--- src/rtl/projeto_pkg.sv ---
// Shared constants and types for the fetch stage and its neighbours.
package projeto_pkg;
    localparam int unsigned ADDR_W           = 32;
    localparam int unsigned INSTR_W          = 32;
    localparam int unsigned INSTR_BYTES      = 4;
    localparam logic [31:0] RESET_PC_DEFAULT = 32'h0000_0000;
    localparam logic [31:0] NOP_INSTR        = 32'h0000_0013;

    // The only control state is whether the output register holds a live instruction.
    typedef enum logic {
        EMPTY = 1'b0,
        FULL  = 1'b1
    } fetch_state_t;
endpackage

--- src/rtl/instr_fetch_if.sv ---
// Fetch-stage bus: InstrMemory address/data, redirect request, and decode handshake.
interface instr_fetch_if;
    import projeto_pkg::*;

    logic [ADDR_W-1:0]  endereco;
    logic [INSTR_W-1:0] instrucao;
    logic               desvio_valido;
    logic [ADDR_W-1:0]  desvio_alvo;
    logic               saida_valida;
    logic               saida_pronta;
    logic [INSTR_W-1:0] saida_instrucao;
    logic [ADDR_W-1:0]  saida_pc;
    logic [ADDR_W-1:0]  saida_pc_mais4;
    logic               desalinhado;

    // Fetch stage side.
    modport master (
        output endereco, saida_valida, saida_instrucao, saida_pc, saida_pc_mais4, desalinhado,
        input  instrucao, desvio_valido, desvio_alvo, saida_pronta
    );

    // Memory/decode/branch-unit side.
    modport slave (
        input  endereco, saida_valida, saida_instrucao, saida_pc, saida_pc_mais4, desalinhado,
        output instrucao, desvio_valido, desvio_alvo, saida_pronta
    );
endinterface

--- src/rtl/instr_fetch.sv ---
// Fetch stage: owns the pc, reads InstrMemory combinationally and registers
// {instruction, pc} toward decode with a valid/ready handshake and redirect flush.
module instr_fetch
    import projeto_pkg::*;
#(
    parameter logic [ADDR_W-1:0] RESET_PC = RESET_PC_DEFAULT,
    parameter int unsigned       PC_STEP  = INSTR_BYTES
) (
    input  logic          clk,
    input  logic          reset,
    instr_fetch_if.master bus
);
    fetch_state_t       state, state_next;
    logic               valida;
    logic               load;
    logic [ADDR_W-1:0]  pc;
    logic [INSTR_W-1:0] instr_q;
    logic [ADDR_W-1:0]  pc_q;
    logic               desal_q;

    // Valid-bit state register.
    always_ff @(posedge clk or posedge reset) begin
        if (reset) state <= EMPTY;
        else       state <= state_next;
    end

    // Redirect always empties the stage; otherwise it is full after the edge
    // (either a new load or a held stall).
    always_comb begin
        state_next = state;
        if (bus.desvio_valido) state_next = EMPTY;
        else                   state_next = FULL;
    end

    // State decode to the handshake valid.
    always_comb begin
        valida = 1'b0;
        if (state == FULL) valida = 1'b1;
    end

    assign load = !valida || bus.saida_pronta;

    // pc and output registers; redirect outranks both load and stall, and keeps
    // the presented data so a same-cycle transfer to decode stays intact.
    always_ff @(posedge clk or posedge reset) begin
        if (reset) begin
            pc      <= RESET_PC;
            instr_q <= '0;
            pc_q    <= '0;
            desal_q <= 1'b0;
        end else begin
            desal_q <= 1'b0;
            if (bus.desvio_valido) begin
                pc      <= {bus.desvio_alvo[ADDR_W-1:2], 2'b00};
                desal_q <= |bus.desvio_alvo[1:0];
            end else if (load) begin
                instr_q <= bus.instrucao;
                pc_q    <= pc;
                pc      <= pc + ADDR_W'(PC_STEP);
            end
        end
    end

    assign bus.endereco        = pc;
    assign bus.saida_valida    = valida;
    assign bus.saida_instrucao = instr_q;
    assign bus.saida_pc        = pc_q;
    assign bus.saida_pc_mais4  = pc_q + ADDR_W'(4);
    assign bus.desalinhado     = desal_q;
endmodule

--- src/flat_wrapper.sv ---
// flat-port wrapper written by rule: the top's interface ports become plain ports
module instr_fetch_flat import projeto_pkg::*;
#(
    parameter logic [ADDR_W-1:0] RESET_PC = RESET_PC_DEFAULT,
    parameter int unsigned       PC_STEP  = INSTR_BYTES
)
  (clk, reset, bus_endereco, bus_saida_valida, bus_saida_instrucao, bus_saida_pc, bus_saida_pc_mais4, bus_desalinhado, bus_instrucao, bus_desvio_valido, bus_desvio_alvo, bus_saida_pronta);
  instr_fetch_if bus_i ();
  input  logic clk;
  input  logic reset;
  output wire logic [$bits(bus_i.endereco)-1:0] bus_endereco;
  output wire logic [$bits(bus_i.saida_valida)-1:0] bus_saida_valida;
  output wire logic [$bits(bus_i.saida_instrucao)-1:0] bus_saida_instrucao;
  output wire logic [$bits(bus_i.saida_pc)-1:0] bus_saida_pc;
  output wire logic [$bits(bus_i.saida_pc_mais4)-1:0] bus_saida_pc_mais4;
  output wire logic [$bits(bus_i.desalinhado)-1:0] bus_desalinhado;
  input wire logic [$bits(bus_i.instrucao)-1:0] bus_instrucao;
  input wire logic [$bits(bus_i.desvio_valido)-1:0] bus_desvio_valido;
  input wire logic [$bits(bus_i.desvio_alvo)-1:0] bus_desvio_alvo;
  input wire logic [$bits(bus_i.saida_pronta)-1:0] bus_saida_pronta;
  assign bus_endereco = bus_i.endereco;
  assign bus_saida_valida = bus_i.saida_valida;
  assign bus_saida_instrucao = bus_i.saida_instrucao;
  assign bus_saida_pc = bus_i.saida_pc;
  assign bus_saida_pc_mais4 = bus_i.saida_pc_mais4;
  assign bus_desalinhado = bus_i.desalinhado;
  assign bus_i.instrucao = bus_instrucao;
  assign bus_i.desvio_valido = bus_desvio_valido;
  assign bus_i.desvio_alvo = bus_desvio_alvo;
  assign bus_i.saida_pronta = bus_saida_pronta;
  instr_fetch #(.RESET_PC(RESET_PC), .PC_STEP(PC_STEP)) u_core (.clk(clk), .reset(reset), .bus(bus_i));
endmodule
--- config.mk ---
export PLATFORM = sky130hd
export DESIGN_NAME = instr_fetch_flat
export DESIGN_NICKNAME = d
export VERILOG_FILES = /design/src/rtl/projeto_pkg.sv /design/src/rtl/instr_fetch_if.sv /design/src/rtl/instr_fetch.sv /design/src/flat_wrapper.sv
export SDC_FILE = /design/constraint.sdc
export NUM_CORES = 1
export LEC_CHECK = 0
export CAP_MARGIN = 20
export CORE_AREA = 2 2 127 129
export DETAILED_ROUTE_END_ITERATION = 6
export DIE_AREA = 0 0 129 131
export GPL_ROUTABILITY_DRIVEN = 0
export SYNTH_ARGS = -nofsm -noshare
export SYNTH_HDL_FRONTEND = slang
export SYNTH_SLANG_ARGS = --single-unit
--- constraint.sdc ---
create_clock -name clk -period 3.1 [get_ports clk]
set_clock_uncertainty 0.1 [all_clocks]
set_input_delay 0.31 -clock clk [delete_from_list [all_inputs] [get_ports clk]]
set_output_delay 0.31 -clock clk [all_outputs]
set_load 0.01 [all_outputs]
Yosys cells after proc, flatten, opt, wreduce, memory -nomap -nowiden
Cells that the tools add are included.
{ "classes": {"addsub": 2, "n_div": 0, "shifts": 0, "reduce_logical": 5, "n_mux": 5, "n_bitwise": 1, "n_eq_ne": 0, "n_mul": 0, "order_cmp": 0} }
{ "ops": {"columns": ["cell", "count"], "rows": [
  ["adder 32 x 3 -> 32 bit, second input constant", 2],
  ["two-way mux 32 bit", 2],
  ["two-way mux 1 bit", 3],
  ["AND reduction 2 bit", 1],
  ["nonzero test 2 bit", 1],
  ["OR reduction 2 bit", 1],
  ["zero test 1 bit", 1],
  ["logical OR 1 bit", 1],
  ["inverter 1 bit", 1]
]} }
{ "totals": {"out_inout_bits": 130, "romBits": 0, "register_bits": 98, "ram_bits": 0, "n_memories": 0, "wordCells": 18, "latchBits": 0, "inputBits": 68} }

Depth between registers and ports, before layout
Gate-level depths: netlist of run 1.
{ "logic_depth": {"ltp_word": 5, "mapped_depth": 6, "mapped_depth_nobuf": 6} }

Least setup slack after synthesis of run 1
No wires, ideal clock.
{ "synth_path": {"kind": "reg-to-output", "startpoint": "register u_core.pc_q[4], in the netlist u_core.bus.saida_pc[4]", "endpoint": "output port bus_saida_pc_mais4[31]", "arrival_time_ns": 1.670, "n_path_buf": 0, "slack_ns": 1.020, "required_ns": 2.690, "stages_incl_launch_ff": 6, "cell_sequence": "dfrtp_1 -> and4_1 -> nand4_1 -> nor3_1 -> nand4_1 -> xnor2_1"} }
{ "synth_via": {"elab_chain_cells": 1} }
{ "synth_lines": {"columns": ["item", "line_no", "source"], "rows": [
  ["start, declared", "instr_fetch.sv:18", "logic [ADDR_W-1:0] pc_q;"],
  ["start signal, assigned", "instr_fetch.sv:58", "pc_q <= pc;"],
  ["adder 32 x 3 -> 32 bit", "instr_fetch.sv:68", "assign bus.saida_pc_mais4 = pc_q + ADDR_W'(4);"],
  ["end, declared", "flat_wrapper.sv:15", "output wire logic [$bits(bus_i.saida_pc_mais4)-1:0] bus_saida_pc_mais4;"]
]} }
No other way between the ends.

Worst setup path after layout of run 1
{ "layout_path": {"startpoint": "register u_core.pc_q[4], in the netlist u_core.bus.saida_pc[4]", "endpoint": "output port bus_saida_pc_mais4[25]"} }
The elaborated chain is that of the path after synthesis.

==> summary.md, run 1 <==
| Metric | Value |
|---|---|
| Crit Path Max Fanout | `7` |
| Clock Tree Buf Depth | `2` |
| H-tree level count | `3` |
| Routed WL | `13300 um` |
| Rows | `46` |
| Boundary pin count | `198` |
| Critical path data arrival time | `2.49 ns` |
| Distinct cells, synth | `31` |
| Antenna violations before repair | `0` |
| Logic pwr share | `27.4%` |
| WHS | `0.295 ns` |
| Worst-margin pin slew | `0.822 ns` |
| Vias in the first global route | `3726` |
| Flops & latches, synth | `94` |
| Setup crit end kind | `primary output` |
| Die area | `0.0169 mm^2` |
| Gr usage total | `15.7%` |
| First-pass GRT wire length | `20300 um` |
| Required time worst endpoint | `2.69 ns` |
| Fraction of layout cells with a size suffix above 1 | `14.2%` |
| Synth area leader | `dfrtp_1` |
| Mean number of vias per cell | `4.52` |
| Clk sink count | `94` |
| Top delay family on crit path | `simple AND/OR/NAND/NOR gates` |
| Highest clock rate | `344 MHz` |
| Die extent in y | `131 um` |
| Crit start category | `flop` |
| Final Non-Filler Cells | `820` |
| Gate count after technology mapping | `403` |
| FFs w/ async S/R, synth | `100%` |
| Post-route ant nets | `0` |
| PwrDens | `544 mW/mm^2` |
| Post-Syn Area | `0.00456 mm^2` |
| Max Cap Viol | `0` |
| Setup tns final | `0 ns` |
| Final Cycle Share | `93.7%` |
| # fillers | `1469` |
| Crit path time final | `2.90 ns` |
| Sw Share | `28.1%` |
| Synth Warn # | `0` |
| Core ar. | `0.0156 mm^2` |
| Clock share of power | `31.3%` |
| CP dominant cell by count | `nand4_1` |
| Seq/Total Area, Yosys | `51.6%` |
| Sequential share of power | `41.2%` |
| Outcome | `finished clean` |
| Pwr Total | `3.86 mW` |
| Peak supply drop | `0.248 mV` |
| Endpoints failing setup | `0` |
| Starting Density | `29.2%` |
| Worst skew pair latency | `0.34 ns` |
| Number of synthesized flops with an enable pin | `0` |
| Int Pwr | `2.78 mW` |
| Pre-Repair DR Iteration Count | `4` |
| Largest net degree at the start of global routing | `62` |
| Slowest-stage cell, CP | `clkdlybuf4s50_1` |
| Congestion Overflow GR | `0` |
| Area delta synth->final | `55.8%` |
| Yosys top cell area share | `51.6%` |
| Final hold vios | `0` |
| Iter 0 DRT Violations | `158` |
| Buffers added on ports | `191` |
| Area contributors post-synth | `dfrtp_1, mux2_2, xor2_1, xnor2_1, nand2_1` |
| Drt drc | `0` |
| Pleak | `2.81 nW` |
| Worst Path Class, Setup | `flop to primary output` |
| Root buf cell | `clkbuf_16` |
| Syn_area_per_cell | `11.3 um^2` |
| Routed len/inst | `16.2 um` |
| Ant diodes | `0` |
| Final nets | `669` |
| Clock slew seen by the registers of the worst setup and hold paths | `0.07 ns` |
| CTS tree | `built` |
| CTS Buf Count | `9` |
| Hold crit path type | `primary input to async pin` |
| RSZ-0062 raised after global routing | `no` |
| Final-report max-slew violation count | `0` |
| Switching Power | `1.09 mW` |
| Main flop type after synthesis | `dfrtp_1` |
| Buf+Inv Stages, Crit Path | `2` |
| Relative slew slack | `45.1%` |
| Detailed Place HPWL | `9980 um` |
| Critical-path cell list | `and4_2 -> nand4_1 -> nor3_2 -> buf_4 -> nand4_1 -> xnor2_1 -> clkdlybuf4s50_1` |
| Placed cell count | `802` |
| Slowest cell delay on critical path | `0.55 ns` |
| Die X | `129 um` |
| Vias post-DR | `3708` |
[power by group through the flow]
| stage | sequential, mW | combinational, mW | clock (mW) |
|---|---|---|---|
| final | 1.59 | 1.06 | 1.21 |
| after global routing | 1.62 | 1.14 | 1.29 |
| after CTS | 1.59 | 1.08 | 1.25 |
| after detailed placement | 1.61 | 1.07 | 0 |
| after global placement | 1.60 | 1.06 | 0 |
| after floorplan | 1.64 | 0.359 | 0 |
[worst paths after layout]
| path | start | to | slack [ns] | cells after the start |
|---|---|---|---|---|
| setup / recovery | u_core.bus.saida_pc[4] | bus_saida_pc_mais4[25] | 0.20 | 7 |
| hold / removal | reset | u_core.bus.saida_instrucao[10] | 0.29 | 2 |
| setup reg to reg | u_core.state | u_core.bus.saida_pc[25] | 0.84 | 4 |
| hold reg to reg | u_core.bus.saida_instrucao[22] | u_core.bus.saida_instrucao[22] | 0.39 | 1 |
| max in group asynchronous | reset | u_core.bus.saida_pc[15] | 1.93 | 3 |
| min in group clk | u_core.bus.saida_instrucao[22] | u_core.bus.saida_instrucao[22] | 0.39 | 1 |
[registers in the layout (all words and copies together) (netlist names)]
name	cells
u_core.bus.saida_pc	30
u_core.bus.desalinhado	1
u_core.state	1
u_core.bus.saida_instrucao	32
u_core.bus.endereco	30
[placed cells by master (no fill, tap or decap), types with 15 or more instances in the layout]
| cell type | count |
|---|---|
| mux2_1 | 16 |
| mux2_2 | 45 |
| xor2_1 | 29 |
| nand4_1 | 15 |
| dfrtp_1 | 91 |
| clkdlybuf4s50_1 | 189 |
| xnor2_1 | 26 |
| nand3_1 | 24 |
| nand2_1 | 52 |
| o21ai_1 | 21 |
[through the flow]
step,setup WS (ns),area (um^2),utilization (%)
CTS,0.00264,7070,45.4
global placement,0.404,6740,43.2
detailed placement,0.344,6740,43.2
global route,0.0382,7100,45.5
finish,0.196,7100,45.5
floorplan,0.241,4580,-
[synth_stat cells (2+ instances only)]
library cell and count:
dfrtp_1 94, nand2_1 52, mux2_2 45, xor2_1 29, xnor2_1 27, nand3_1 25, o21ai_1 21, mux2_1 16
nand4_1 15, nor2_1 12, o21ai_0 9, buf_2 7, clkbuf_1 7, and3_1 6, buf_4 6, nor3_1 6
inv_1 5, and4_1 4, nor4_4 3, and2_1 2, ha_1 2
[per-layer routing]
layer / track usage (%) / vias to the layer above / routed length (um)
li1: - / 1783 / -
met1: 19.3 / 1796 / 5570
met3: 4.80 / 14 / 890
met5: 0 / - / 0
met4: 6.27 / 0 / 187
met2: 26.1 / 115 / 6610
[cell type report]
type                            count  area [um^2]  area share (%)
Clock inverter                      5         81.3            1.15
Sequential cell                    94         2360            33.2
Timing Repair Buffer              200         2000            28.2
Clock buffer                       11          243            3.42
Inverter                            5         21.3           0.300
Multi-Input combinational cell    289         2130            30.0
Tap cell                          216          270            3.81
[kinds of logic after synthesis]
| group | Yosys count | synth area share [%] |
|---|---|---|
| compound gates | 31 | 3.46 |
| simple gates | 132 | 15.5 |
| xor+xnor | 56 | 10.8 |
| fa+ha+maj | 2 | 0.549 |
| other cells | 1 | 0.0823 |
| buf+inv | 25 | 2.74 |
| flops | 94 | 51.6 |
| mux | 62 | 15.3 |
[repair_timing]
action / CTS / global route
hold buffers: 0 / 0
buffers inserted: 2 / 0
resized for setup: 0 / 9
endpoints found under the setup margin: 2 / 7
hold endpoints to repair: 0 / 0
pin swaps: 2 / 0
Power figures use the tool's default switching activity.
==> run 2, diff against run 1 <==
--- a/config.mk
+++ b/config.mk
@@ -6,9 +6,9 @@
 export NUM_CORES = 1
 export LEC_CHECK = 0
 export CAP_MARGIN = 20
-export CORE_AREA = 2 2 127 129
+export CORE_AREA = 2 2 114 143
 export DETAILED_ROUTE_END_ITERATION = 6
-export DIE_AREA = 0 0 129 131
+export DIE_AREA = 0 0 116 145
 export GPL_ROUTABILITY_DRIVEN = 0
 export SYNTH_ARGS = -nofsm -noshare
 export SYNTH_HDL_FRONTEND = slang
==> run 2 against run 1 <==
Compared with the run above:
- sequential share of layout area increased by 0.16 points
- clock power decreased by 4%
- worst hold slack got worse by 0.017 ns
- final cell count decreased by 0.49%
- core utilization increased by 0.31 points
- register-to-register slack improved by 0.06 ns
- die area decreased by 0.47%
- non-clock buffer count increased by 1
- largest power group unchanged
- flip-flop and latch count unchanged
- sequential power about the same
- critical path type unchanged
- wire length decreased by 1.6%
- combinational power about the same
==> summary.md, run 2 (synthesis results as in run 1) <==
| Metric | Value |
|---|---|
| Outcome | `finished clean` |
| Finished Cell Area | `0.00708 mm^2` |
| Placed Area | `0.00673 mm^2` |
| Pwr Total | `3.81 mW` |
| Post-route ant nets | `0` |
| Drt drc | `0` |
| Die X | `116 um` |
| Mean number of vias per cell | `4.58` |
| Worst skew pair latency | `0.35 ns` |
| Die extent in y | `145 um` |
| Sw Share | `28.0%` |
| Detailed Place HPWL | `9580 um` |
| Pleak | `2.79 nW` |
| First-pass GRT wire length | `21000 um` |
| Core ar. | `0.0154 mm^2` |
| H-tree level count | `3` |
| Max Cap Viol | `0` |
| Routed WL | `13100 um` |
| PwrDens | `538 mW/mm^2` |
| CTS tree | `built` |
| WHS | `0.278 ns` |
| Fraction of layout cells with a size suffix above 1 | `14.7%` |
| Critical-path cell list | `and4_2 -> nand4_1 -> nor3_2 -> buf_4 -> nand4_1 -> xnor2_1 -> clkdlybuf4s50_1` |
| Sequential share of power | `41.7%` |
| Die area | `0.0168 mm^2` |
| Peak supply drop | `0.232 mV` |
| Critical path data arrival time | `2.51 ns` |
| Commonest non-fill, non-tap cell in the layout | `clkdlybuf4s50_1` |
| Clock slew seen by the registers of the worst setup and hold paths | `0.06 ns` |
| Iter 0 DRT Violations | `73` |
| Setup tns final | `0 ns` |
| Setup crit end kind | `primary output` |
| Worst Path Class, Setup | `flop to primary output` |
| Endpoints failing setup | `0` |
| Gr usage total | `16.1%` |
| Congestion Overflow GR | `0` |
| CTS Buf Count | `9` |
| Rows | `51` |
| Starting Density | `29.5%` |
| Buffers added on ports | `191` |
| Logic pwr share | `27.9%` |
| Largest net degree at the start of global routing | `64` |
| Final nets | `670` |
| Register area | `0.00236 mm^2` |
| Highest clock rate | `343 MHz` |
| Ant diodes | `0` |
| Final hold vios | `0` |
| Crit start category | `flop` |
| Slowest-stage cell, CP | `clkdlybuf4s50_1` |
| Max FFs per register | `32` |
| Vias in the first global route | `3987` |
| Multi-input logic area | `0.00212 mm^2` |
| Crit path time final | `2.92 ns` |
| Required time worst endpoint | `2.69 ns` |
| Root buf cell | `clkbuf_16` |
| Crit Path Max Fanout | `5` |
| Routed len/inst | `16.0 um` |
| CP dominant cell by count | `nand4_1` |
| Boundary pin count | `198` |
| Slowest cell delay on critical path | `0.55 ns` |
| Hold-fix buffers, CTS | `0` |
| Pre-Repair DR Iteration Count | `4` |
| Antenna violations before repair | `0` |
| Clk sink count | `94` |
| Hold crit path type | `primary input to async pin` |
| # fillers | `1537` |
| Final Core Density | `45.8%` |
| Switching Power | `1.06 mW` |
| Vias post-DR | `3741` |
| Clock share of power | `30.4%` |
| Most frequent cells in the layout | `clkdlybuf4s50_1, dfrtp_1, nand2_1` |
| Final-report max-slew violation count | `0` |
| Final Cycle Share | `94.1%` |
| Int Pwr | `2.74 mW` |
| Area delta synth->final | `55.3%` |
| Relative slew slack | `47.0%` |
| Clock Tree Buf Depth | `2` |
| Worst-margin pin slew | `0.793 ns` |
==> run 2: cell type report <==
type	count	share of cell area, %
sequential	94	33.3
clock buffer	10	3.23
timing repair buffer	201	28.3
inverter	5	0.300
clock inverter	5	1.06
multi-input combinational	289	30.0
tap	212	3.75
==> run 2: worst max-delay path, delay by kind of cell, from the launching register on <==
family / cells / cell delay (ns)
XOR/XNOR: 1 / 0.16
AND/OR/NAND/NOR: 4 / 0.85
buffers and inverters: 2 / 0.73
flip-flops: 1 / 0.41
==> run 2: metal layers <==
| layer | track usage [%] | up-vias | share of wire (%) |
|---|---|---|---|
| li1 | - | 1784 | - |
| met1 | 19.6 | 1813 | 42 |
| met2 | 26.3 | 126 | 49 |
| met3 | 4.55 | 18 | 7.2 |
| met4 | 6.96 | 0 | 2.2 |
| met5 | 0 | - | 0 |
==> run 2: per-stage QoR <==
step | setup slack, ns | cells
3_3_place_gp | 0.360 | 798
3_5_place_dp | 0.328 | 798
2_1_floorplan | 0.241 | 408
6_report | 0.183 | 816
4_1_cts | 0.0585 | 815
5_1_grt | -0.0223 | 816
==> run 2: path summary, 6_finish.rpt <==
kind                                                start                             end  slack [ns]  cells after the start
max reg2reg                       u_core.bus.endereco[11]         u_core.bus.endereco[27]        0.90                      5
max                                u_core.bus.saida_pc[7]          bus_saida_pc_mais4[31]        0.18                      7
min                                                 reset  u_core.bus.saida_instrucao[29]        0.28                      2
min in group clk                        bus_desvio_valido         u_core.bus.endereco[10]        0.31                      3
max in group asynchronous                           reset          u_core.bus.saida_pc[5]        1.89                      3
min reg2reg                u_core.bus.saida_instrucao[21]  u_core.bus.saida_instrucao[21]        0.38                      1
==> run 2: repair_timing <==
item                       in CTS  in global routing
resized for setup               1                 10
pin swaps                       0                  1
setup buffers                   2                  1
setup endpoints to repair       4                  6
==> run 2: power by group through the flow <==
stage / clock network [mW] / registers [mW] / logic, mW
after floorplan: 0 / 1.64 / 0.359
after global placement: 0 / 1.60 / 1.07
after detailed placement: 0 / 1.61 / 1.07
after CTS: 1.20 / 1.59 / 1.08
after global routing: 1.25 / 1.62 / 1.14
final: 1.16 / 1.59 / 1.06
